**src/rtl/master_port.sv**
```systemverilog
// Per-master serial bus port: takes a parallel request, arbitrates for the bus,
// serialises select/address/write data and deserialises read data.
module master_port #(
  parameter int ADDR_WIDTH  = 12,
  parameter int DATA_WIDTH  = 8,
  parameter int ACK_TIMEOUT = 16
) (
  input  logic                  clk,
  input  logic                  rstn,
  input  logic                  dev_valid,
  output logic                  dev_ready,
  input  logic                  dev_write,
  input  logic [4:0]            dev_sel,
  input  logic [ADDR_WIDTH-1:0] dev_addr,
  input  logic [DATA_WIDTH-1:0] dev_wdata,
  output logic                  dev_done,
  output logic                  dev_err,
  output logic [DATA_WIDTH-1:0] dev_rdata,
  output logic                  mode,
  output logic                  wr_bus,
  input  logic                  rd_bus,
  input  logic                  ack,
  output logic                  master_valid,
  input  logic                  slave_ready,
  output logic                  master_ready,
  input  logic                  slave_valid,
  output logic                  breq,
  input  logic                  bgrant,
  input  logic                  split
);
  localparam int SEL_WIDTH = 5;
  localparam int TX_WIDTH  = SEL_WIDTH + ADDR_WIDTH + DATA_WIDTH;
  localparam int MAX_AD    = (ADDR_WIDTH > DATA_WIDTH) ? ADDR_WIDTH : DATA_WIDTH;
  localparam int MAX_ADT   = (MAX_AD > ACK_TIMEOUT) ? MAX_AD : ACK_TIMEOUT;
  localparam int CNT_MAX   = (MAX_ADT > SEL_WIDTH) ? MAX_ADT : SEL_WIDTH;
  localparam int CNT_W     = $clog2(CNT_MAX + 1);

  typedef enum logic [3:0] {
    IDLE, REQ, SEL, WAIT_ACK, ADDR, WDATA, RDATA, SPLIT_WAIT, DONE
  } state_t;

  state_t              state, state_n, resume_state;
  logic [CNT_W-1:0]    cnt, cnt_n;
  logic [TX_WIDTH-1:0] tx_sr;
  logic                write_q;
  logic                err_q, err_n;
  logic                tx_shift, rx_shift;

  // NOTE: every bus-facing output is decoded from state, so the async reset
  // forcing IDLE drops breq/master_valid in the same instant, without a clock.
  always_ff @(posedge clk or negedge rstn) begin
    if (!rstn) state <= IDLE;
    else       state <= state_n;
  end

  // NOTE: every signal gets a default first so no path leaves one unassigned (no latches).
  always_comb begin
    state_n  = state;
    cnt_n    = cnt;
    err_n    = err_q;
    tx_shift = 1'b0;
    rx_shift = 1'b0;
    case (state)
      IDLE: if (dev_valid) begin
        state_n = REQ;
        err_n   = 1'b0;
      end
      REQ: if (bgrant) begin
        state_n = SEL;
        cnt_n   = CNT_W'(SEL_WIDTH - 1);
      end
      SEL: begin
        if (!bgrant) begin
          state_n = DONE;
          err_n   = 1'b1;
        end else if (slave_ready) begin
          tx_shift = 1'b1;
          if (cnt == '0) begin
            state_n = WAIT_ACK;
            cnt_n   = '0;
          end else cnt_n = cnt - 1'b1;
        end
      end
      WAIT_ACK: begin
        if (!bgrant) begin
          state_n = DONE;
          err_n   = 1'b1;
        end else if (ack) begin
          // ack is checked before the timeout so a last-moment ack still wins
          state_n = ADDR;
          cnt_n   = CNT_W'(ADDR_WIDTH - 1);
        end else if (cnt == CNT_W'(ACK_TIMEOUT - 1)) begin
          state_n = DONE;
          err_n   = 1'b1;
        end else cnt_n = cnt + 1'b1;
      end
      ADDR, WDATA: begin
        if (split) state_n = SPLIT_WAIT;
        else if (!bgrant) begin
          state_n = DONE;
          err_n   = 1'b1;
        end else if (slave_ready) begin
          tx_shift = 1'b1;
          if (cnt == '0) begin
            if (state == ADDR) begin
              state_n = write_q ? WDATA : RDATA;
              cnt_n   = CNT_W'(DATA_WIDTH - 1);
            end else state_n = DONE;
          end else cnt_n = cnt - 1'b1;
        end
      end
      RDATA: begin
        if (split) state_n = SPLIT_WAIT;
        else if (!bgrant) begin
          state_n = DONE;
          err_n   = 1'b1;
        end else if (slave_valid) begin
          rx_shift = 1'b1;
          if (cnt == '0) state_n = DONE;
          else           cnt_n   = cnt - 1'b1;
        end
      end
      SPLIT_WAIT: if (!split) state_n = resume_state;
      DONE:       state_n = IDLE;
      default:    state_n = IDLE;
    endcase
  end

  // cnt and the shift register are left untouched in SPLIT_WAIT, which is
  // what preserves the bit position across a split.
  always_ff @(posedge clk or negedge rstn) begin
    if (!rstn) begin
      cnt          <= '0;
      err_q        <= 1'b0;
      write_q      <= 1'b0;
      tx_sr        <= '0;
      dev_rdata    <= '0;
      resume_state <= IDLE;
    end else begin
      cnt   <= cnt_n;
      err_q <= err_n;
      if (state == IDLE && dev_valid) begin
        write_q <= dev_write;
        tx_sr   <= {dev_sel, dev_addr, dev_wdata};
      end else if (tx_shift) begin
        tx_sr <= {tx_sr[TX_WIDTH-2:0], 1'b0};
      end
      if (rx_shift) dev_rdata <= {dev_rdata[DATA_WIDTH-2:0], rd_bus};
      if (state_n == SPLIT_WAIT && state != SPLIT_WAIT) resume_state <= state;
    end
  end

  assign dev_ready    = (state == IDLE);
  assign dev_done     = (state == DONE);
  assign dev_err      = dev_done & err_q;
  assign mode         = write_q;
  assign breq         = state inside {REQ, SEL, WAIT_ACK, ADDR, WDATA, RDATA, SPLIT_WAIT};
  assign master_valid = state inside {SEL, ADDR, WDATA};
  assign master_ready = (state == RDATA);
  assign wr_bus       = master_valid & tx_sr[TX_WIDTH-1];

endmodule

```
**config.mk**
```make
export PLATFORM = sky130hd
export DESIGN_NAME = master_port
export DESIGN_NICKNAME = d
export VERILOG_FILES = /design/src/rtl/master_port.sv
export SDC_FILE = /design/constraint.sdc
export NUM_CORES = 1
export LEC_CHECK = 0
export ABC_AREA = 1
export CAP_MARGIN = 40
export CORE_ASPECT_RATIO = 1.1
export CORE_MARGIN = 4
export CORE_UTILIZATION = 25
export CTS_CLUSTER_DIAMETER = 40
export DETAILED_ROUTE_END_ITERATION = 8
export GPL_TIMING_DRIVEN = 0
export PLACE_DENSITY = 0.51
export RECOVER_POWER = 50
export SETUP_SLACK_MARGIN = 0.4
export SLEW_MARGIN = 40
export SYNTH_ARGS = -nofsm -noshare
export SYNTH_HDL_FRONTEND = slang
export SYNTH_SLANG_ARGS = --single-unit
```
**constraint.sdc**
```tcl
create_clock -name clk -period 1.51 [get_ports clk]
set_clock_uncertainty 0.05 [all_clocks]
set_input_delay 0.3775 -clock clk [delete_from_list [all_inputs] [get_ports clk]]
set_output_delay 0.3775 -clock clk [all_outputs]
set_load 0.05 [all_outputs]
```
==> results.yml, run 1 <==
clock_tree:
  cts-root-buf: "clkbuf_16"
  clock_latency_ns: 0.28
  clkSlewWorstSetupHoldPaths_ns: 0.07
  cts_made_buffers: 5
  cts.path.max_buffers: 2
  h-tree-depth: 2
  cts_sinks: 48
  cts_tree: "done"
logic_synthesis:
  synth_top_area_frac: 0.446
  syn_nets: 397
  seq_area_frac_synth: 0.446
  ys.flop_type: "dfrtp_1"
  avgSynthCellArea_sq_um: 7.53
  ys_async_sr_fraction: 1.00
  yosys-top-cells-area: "dfrtp_1 45%, nand2_1 20%, a22oi_1 5.8%, nand3_1 5.6%, inv_1 3.6%"
  synth_edf_count: 0
  synth_cells: 358
  ys_warn_count: 0
  synth_seq_cells: 48
  synth_area_leader_cell: "dfrtp_1"
  ys_types: 31
  synthesis.area_sq_um: 2700
final_layout:
  area_growth_pct: 66.1
  layout_commonest_cell: "nand2_1"
  layout_common_cells: "119 x nand2_1, 45 x dfrtp_1, 39 x buf_6"
  n_antenna_cell: 0
  drive_gt1_frac: 0.361
  nets: 512
  nFillCells: 1065
setup_path:
  crit_type: "register to primary output"
  critPathLaunch: "state[3]"
  r2r-end: "cnt[2]"
  crit_path_end_kind: "primary output"
  path_max_fanout: 4
  crit_arrival_ns: 1.42
  crit_path_end: "master_ready"
  required_ns: 1.08
  r2r_cells: 12
  r2r-start: "state[3]"
  ff2ff_setup_slack_ns: -0.27
  crit_path_start_kind: "register"
outcome:
  status: "finished with violations"
  violations: "setup timing"
place:
  gp_congestion: 0.868
  hpwlAfterDp_mm: 5.48
  port_buffers: 49
global_routing:
  antenna_found_initial: 0
  grt_max_degree: 28
  grt_pass1_vias: 2635
  met3_usage: 0.0285
  grt_pass1_wl_mm: 13.1
  use_met1: 0.166
  use_met2: 0.223
  overflow: 0
  grt_usage: 0.129
  top_usage_layer: "met2"
detailed_routing:
  num_vias: 2779
  drtPass1Iterations: 4
  post_drt_wl_per_cell_microns: 13.4
  routed_wl_mm: 8.24
  detail_route.vias_per_cell: 4.50
  antenna_left: 0
  drc: 0
  drt_iter0_drc: 169
timing:
  setup_viol: 46
  rsz0062_at_grt: "yes"
  whs_ns: 0.401
  fmax_ghz: 0.541
  max-slew-margin-rel: 0.628
  slew_violations: 0
  hold_viol: 0
  tightest_slew_ns: 0.559
  min_period_over_period: 1.22
  fin_ws_ns: -0.339
  period_needed_ns: 1.85
floorplanning:
  dieArea_sq_um: 12500
  start_util: 0.258
  die_x_microns: 107
  rows: 39
  die_h_microns: 117
  num_io_pins: 51
  coreArea_sq_um: 10400
min_path:
  min_from: "bgrant"
  hold_path_class: "input pin to register"
power:
  total_power_mw: 8.43
  ir_drop_v: 0.000714
  p_leak_nw: 2.16
  powerDensity_nw_per_um2: 1880
flow_run:
  maxCapViolations: 0
per-layer routing:
metal	up-vias	wire length, microns
met5	-	0
met4	0	57
met3	6	461
met2	73	4150
met1	1305	3570
li1	1395	-
worst min path at each step:
stage	to	slack [ns]	cells past startpoint
floorplan	cnt[0]	0.03	0
global placement	resume_state[2]	0.38	2
detailed placement	tx_sr[17]	0.24	1
CTS	state[1]	0.38	3
global route	state[1]	0.43	3
finish	state[1]	0.40	3
stage by stage:
step	setup slack, ns	instances	util	area [sq um]	setup TNS (ns)
final	-0.339	617	0.429	4480	-8.80
after floorplan	-0.157	358	-	2810	-4.97
after global placement	-1.47	550	0.333	3480	-96.05
after detailed placement	-0.965	551	0.335	3500	-26.29
after CTS	-0.312	595	0.394	4110	-7.44
after global routing	-0.381	617	0.429	4480	-12.29
area by class of cell:
class	count	area (sq um)	area share
multi-input combinational	271	1650	0.368
sequential	48	1200	0.269
timing repair buffer	107	1060	0.236
tap	143	179	0.0400
clock buffer	7	143	0.0319
inverter	30	143	0.0319
buffer	10	96.3	0.0215
clock inverter	1	7.51	0.00168
state kept, by name, indices dropped and copies added, names as in the netlist:
register / cells
state: 4
err_q: 1
dev_rdata: 8
tx_sr: 25
cnt: 5
resume_state: 4
mode: 1
critical path, cell delays in order (launching register included):
cell and delay (ns):
dfrtp_2 0.48, buf_4 0.17, nor2_4 0.17, nand2_4 0.10
inv_6 0.08, buf_8 0.14
power breakdown:
group          switching, mW  total [mW]  internal [mW]
combinational           2.84        5.10           2.26
clock                  0.481        1.14          0.661
sequential             0.368        2.19           1.82
total                   3.69        8.43           4.74
kinds of logic (layout without fill, tap and decap cells):
logic type | Yosys count | count (layout) | share of synthesized area
AO/OA/AOI/OAI | 52 | 52 | 0.130
XOR/XNOR | 1 | 1 | 0.00325
adder cells (fa/ha/maj) | 4 | 4 | 0.0186
buffers and inverters | 40 | 155 | 0.0710
flip-flops | 48 | 48 | 0.446
AND/OR/NAND/NOR | 213 | 214 | 0.331
synthesized netlist by cell type, types with 2 or more instances:
| cell type | n |
|---|---|
| nor2_2 | 4 |
| o21ai_0 | 16 |
| ha_1 | 4 |
| nand3_1 | 30 |
| buf_2 | 4 |
| a21oi_1 | 7 |
| inv_1 | 26 |
| dfrtp_1 | 48 |
| nand4_1 | 2 |
| nor4_1 | 2 |
| nor3_1 | 2 |
| buf_4 | 3 |
| a22oi_1 | 21 |
| buf_6 | 3 |
| inv_2 | 3 |
| nand2_2 | 4 |
| nand2_1 | 141 |
| nor2_1 | 25 |
what timing repair did:
item / in CTS / in global routing
resized for setup: 165 / 56
setup endpoints to repair: 64 / 73
endpoints found under the hold margin: 21 / 0
gates cloned: 3 / 2
buffers inserted: 32 / 20
hold buffers: 1 / 0
pin swaps: 21 / 27
Note: power is estimated with default switching activity, not from simulation.
==> inputs of run 2 (changes only) <==
Settings changed: CORE_UTILIZATION 25 to 40, PLACE_DENSITY 0.51 to 0.71.
==> run 2 against run 1 <==
Net effect: the run still ends with setup timing left; non-clock buffer count is 1 lower; final cell count is 10% lower; setup slack better by 0.021 ns; critical path depth is 1 lower; power is 5.9% lower; fmax is 1.2% higher; die area is 35% lower; register-to-register slack hardly changed; via count is 5.8% higher; cell area is 4.3% lower; core utilization is 22 points higher; sequential cell count stayed put; critical path type unchanged.
==> results.yml, run 2 (synthesis results as in run 1) <==
timing:
  whs_ns: 0.378
  slew_violations: 0
  fin_ws_ns: -0.318
  hold_viol: 0
  min_period_over_period: 1.21
  fmax_ghz: 0.547
  tightest_slew_ns: 0.547
  max-slew-margin-rel: 0.635
  setup_viol: 50
  period_needed_ns: 1.83
  rsz0062_at_grt: "yes"
final_layout:
  top_register: "tx_sr"
  largest_register_ff_count: 25
  area_growth_pct: 58.9
  n_antenna_cell: 0
  reg.largest.list: "tx_sr x25, dev_rdata x8, cnt x5"
  layout_common_cells: "122 x nand2_1, 44 x dfrtp_1, 40 x buf_6"
  nets: 511
  layout_commonest_cell: "nand2_1"
  drive_gt1_frac: 0.343
global_routing:
  grt_pass1_vias: 2942
  antenna_found_initial: 0
  overflow: 0
  grt_max_degree: 28
  grt_usage: 0.207
  grt_pass1_wl_mm: 13.5
setup_path:
  crit_path_start_kind: "register"
  crit_arrival_ns: 1.40
  crit_path_end_kind: "primary output"
  required_ns: 1.08
  crit_type: "register to primary output"
  path_max_fanout: 5
flow_run:
  maxCapViolations: 0
place:
  hpwlAfterDp_mm: 5.03
  gp_congestion: 0.878
  port_buffers: 49
power:
  p_leak_nw: 2.10
  powerDensity_nw_per_um2: 1850
  ir_drop_v: 0.00148
  total_power_mw: 7.93
detailed_routing:
  detail_route.vias_per_cell: 5.31
  routed_wl_mm: 8.34
  drtPass1Iterations: 5
  antenna_left: 0
  num_vias: 2939
  drc: 0
  drt_iter0_drc: 206
  post_drt_wl_per_cell_microns: 15.0
outcome:
  violations: "setup timing"
  status: "finished with violations"
clock_tree:
  cts_made_buffers: 5
  clkSlewWorstSetupHoldPaths_ns: 0.08
  cts.path.max_buffers: 2
  h-tree-depth: 2
  cts_sinks: 48
  cts-root-buf: "clkbuf_8"
  clock_latency_ns: 0.30
  cts_tree: "done"
floorplanning:
  coreArea_sq_um: 6560
  die_h_microns: 94.1
  rows: 31
  dieArea_sq_um: 8120
  die_x_microns: 86.3
  start_util: 0.411
  num_io_pins: 51
min_path:
  hold_path_class: "input pin to register"
==> run 2: routing by layer <==
| layer | track usage | up-vias | share of wire |
|---|---|---|---|
| met2 | 0.365 | 114 | 0.52 |
| met4 | 0.0818 | 0 | 0.033 |
| met5 | 0 | - | 0 |
| met3 | 0.0535 | 28 | 0.060 |
| li1 | - | 1396 | - |
| met1 | 0.237 | 1401 | 0.39 |
==> run 2: repair_timing <==
| action | 4_1_cts | 5_1_grt |
|---|---|---|
| setup buffers | 34 | 18 |
| gates cloned | 4 | 0 |
| endpoints found under the setup margin | 64 | 64 |
| pin swaps | 31 | 25 |
| hold endpoints to repair | 21 | 0 |
| hold buffers | 1 | 0 |
| gates resized for setup | 177 | 32 |
==> run 2: path summary, 6_finish.rpt <==
path                                 startpoint  depth (start not counted)               to  slack [ns]
worst min-delay path                     bgrant                          3         state[2]        0.38
max in group asynchronous                  rstn                          3         state[1]        0.22
worst max-delay path                   state[0]                          4          dev_err       -0.32
worst max register to register         state[3]                          8        tx_sr[12]       -0.28
min in group asynchronous                  rstn                          2        tx_sr[17]        0.54
worst min register to register  resume_state[2]                          2  resume_state[2]        0.40
==> run 2: critical path: stages (launching register included) <==
cell and delay [ns]:
dfrtp_2 0.47, inv_4 0.11, nand2_8 0.08, nor4_4 0.26
buf_6 0.19
==> run 2: power by group <==
group          internal [mW]  switching, mW
clock                  0.316          0.425
sequential              1.82          0.385
combinational           2.13           2.86
==> run 2: area by class of cell <==
type	instances	area, sq um
fill	542	2270
multi-input combinational	271	1640
sequential	48	1210
timing repair buffer	106	1020
inverter	30	138
tap	82	103
buffer	10	93.8
clock buffer	6	72.6
clock inverter	1	5.00
==> run 2: metrics by stage <==
step | setup TNS [ns] | utilization | setup WS, ns | cell area [sq um] | instances
after floorplan | -4.97 | - | -0.157 | 2810 | 358
after global placement | -88.28 | 0.520 | -1.36 | 3410 | 489
after detailed placement | -23.83 | 0.522 | -0.917 | 3420 | 490
after CTS | -7.56 | 0.616 | -0.325 | 4040 | 536
after global routing | -14.49 | 0.653 | -0.368 | 4280 | 554
final | -10.38 | 0.653 | -0.318 | 4280 | 554
==> inputs of run 3 (changes only) <==
Settings changed: ABC_CLOCK_PERIOD_IN_PS from default to 1510, DONT_BUFFER_PORTS from default to 1, PLACE_DENSITY 0.71 to 0.61.
==> run 3 against run 2 <==
Net effect: the flow finishes with violations (hold timing, setup timing); critical path depth is 1 lower; via count down 12%; global-route usage fell by 1.6 points; cell area is 17% lower; wire length decreased by 12%; clock power is 7.3% higher; non-clock buffer count decreased by 72; power down 9.5%; largest power group unchanged.
==> results.yml, run 3 (synthesis results as in run 1) <==
clock_tree:
  cts_tree: "done"
  h-tree-depth: 2
  cts-root-buf: "clkbuf_8"
  clkSlewWorstSetupHoldPaths_ns: 0.09
  cts_made_buffers: 5
  cts_sinks: 48
  cts.path.max_buffers: 2
  clock_latency_ns: 0.29
setup_path:
  cp_cell_sequence: "inv_4 > nand2_8 > nor4_4"
  crit_family: "simple AND/OR/NAND/NOR gates"
  worst-path-buf-inv: 1
  slowest_stage: "nor4_4"
  path_max_fanout: 2
  crit_path_end_kind: "primary output"
  crit_path_start_kind: "register"
  crit_type: "register to primary output"
  slowest_delay_ns: 0.66
  required_ns: 1.08
  crit_arrival_ns: 1.55
global_routing:
  grt_usage: 0.191
  met3_usage: 0.0579
  top_usage_layer: "met2"
  antenna_found_initial: 0
  use_met2: 0.294
  use_met1: 0.247
  grt_pass1_vias: 2584
  grt_max_degree: 49
  overflow: 0
  grt_pass1_wl_mm: 12.3
final_layout:
  nets: 439
  layout_common_cells: "130 x nand2_1, 35 x dfrtp_1, 28 x nand3_1"
  final_cells: 483
  area_growth_pct: 32.1
  drive_gt1_frac: 0.302
  reg.largest.list: "tx_sr x25, dev_rdata x8, cnt x5"
  top_register: "tx_sr"
  nFillCells: 605
  layout_commonest_cell: "nand2_1"
  final_util: 0.543
  n_antenna_cell: 0
  largest_register_ff_count: 25
power:
  powerDensity_nw_per_um2: 2020
  p_leak_nw: 1.77
  intPower_mw: 3.81
  power_frac_comb: 0.558
  ir_drop_v: 0.00110
  p_sw_frac: 0.469
  total_power_mw: 7.18
  pwr-share-seq: 0.332
  switchingPower_mw: 3.37
  clock_power_share: 0.111
timing:
  fmax_ghz: 0.507
  slew_violations: 0
  rsz0062_at_grt: "yes"
  whs_ns: -0.287
  max-slew-margin-rel: 0.509
  fin_ws_ns: -0.464
  hold_viol: 48
  setup_viol: 50
  min_period_over_period: 1.31
  period_needed_ns: 1.97
  tightest_slew_ns: 0.730
floorplanning:
  coreArea_sq_um: 6560
  rows: 31
  start_util: 0.411
  num_io_pins: 51
  die_h_microns: 94.1
  die_x_microns: 86.3
  dieArea_sq_um: 8120
place:
  gp_congestion: 0.918
  hpwlAfterDp_mm: 4.83
  port_buffers: 0
  dpl.cell_count: 440
detailed_routing:
  antenna_left: 0
  drc: 0
  num_vias: 2594
  detail_route.vias_per_cell: 5.37
  drtPass1Iterations: 4
  post_drt_wl_per_cell_microns: 15.2
  drt_iter0_drc: 147
  routed_wl_mm: 7.34
outcome:
  status: "finished with violations"
  violations: "hold timing, setup timing"
min_path:
  hold_path_class: "input pin to asynchronous set/reset pin"
flow_run:
  maxCapViolations: 0
==> run 3: final cells by class <==
type | instances | area (sq um) | share of cell area
Tap cell | 82 | 103 | 0.0288
Inverter | 30 | 145 | 0.0408
Buffer | 10 | 96.3 | 0.0271
Sequential cell | 48 | 1220 | 0.342
Clock buffer | 8 | 90.1 | 0.0253
Multi-Input combinational cell | 271 | 1580 | 0.444
Timing Repair Buffer | 34 | 327 | 0.0917
==> run 3: power by group through the flow <==
stage | clock network [mW] | registers, mW | logic (mW)
after floorplan | 0 | 2.30 | 2.40
after global placement | 0 | 2.39 | 2.84
after detailed placement | 0 | 2.39 | 2.88
after CTS | 0.824 | 2.38 | 3.73
after global routing | 0.871 | 2.46 | 4.43
final | 0.795 | 2.38 | 4.00
==> run 3: repair_timing <==
action	CTS	global route
cloned	5	0
pin swaps	16	6
endpoints found under the setup margin	63	64
hold endpoints to repair	48	48
gates resized for setup	65	15
setup buffers	22	8
==> run 3: through the flow <==
stage	TNS, ns	setup WS (ns)	cell area, sq um
after floorplan	-4.97	-0.157	2810
after CTS	-11.52	-0.481	3440
after global placement	-17.57	-0.435	2920
after detailed placement	-17.51	-0.446	2920
after global routing	-16.51	-0.517	3560
final	-12.51	-0.464	3560
==> run 3: metal layers <==
metal  vias to the layer above  share of wire
met3                        20          0.088
met1                      1213           0.42
met4                         0          0.029
met2                       109           0.46
met5                         -              0
li1                       1252              -
==> run 3: path summary, 6_finish.rpt <==
kind	startpoint	to	slack, ns	depth (start not counted)
max in group asynchronous	rstn	cnt[1]	1.58	0
min	rstn	state[2]	-0.29	0
min in group clk	dev_write	mode	0.14	2
max	state[0]	dev_err	-0.46	3
max reg2reg	state[1]	cnt[2]	-0.31	12
min reg2reg	resume_state[2]	resume_state[2]	0.41	2
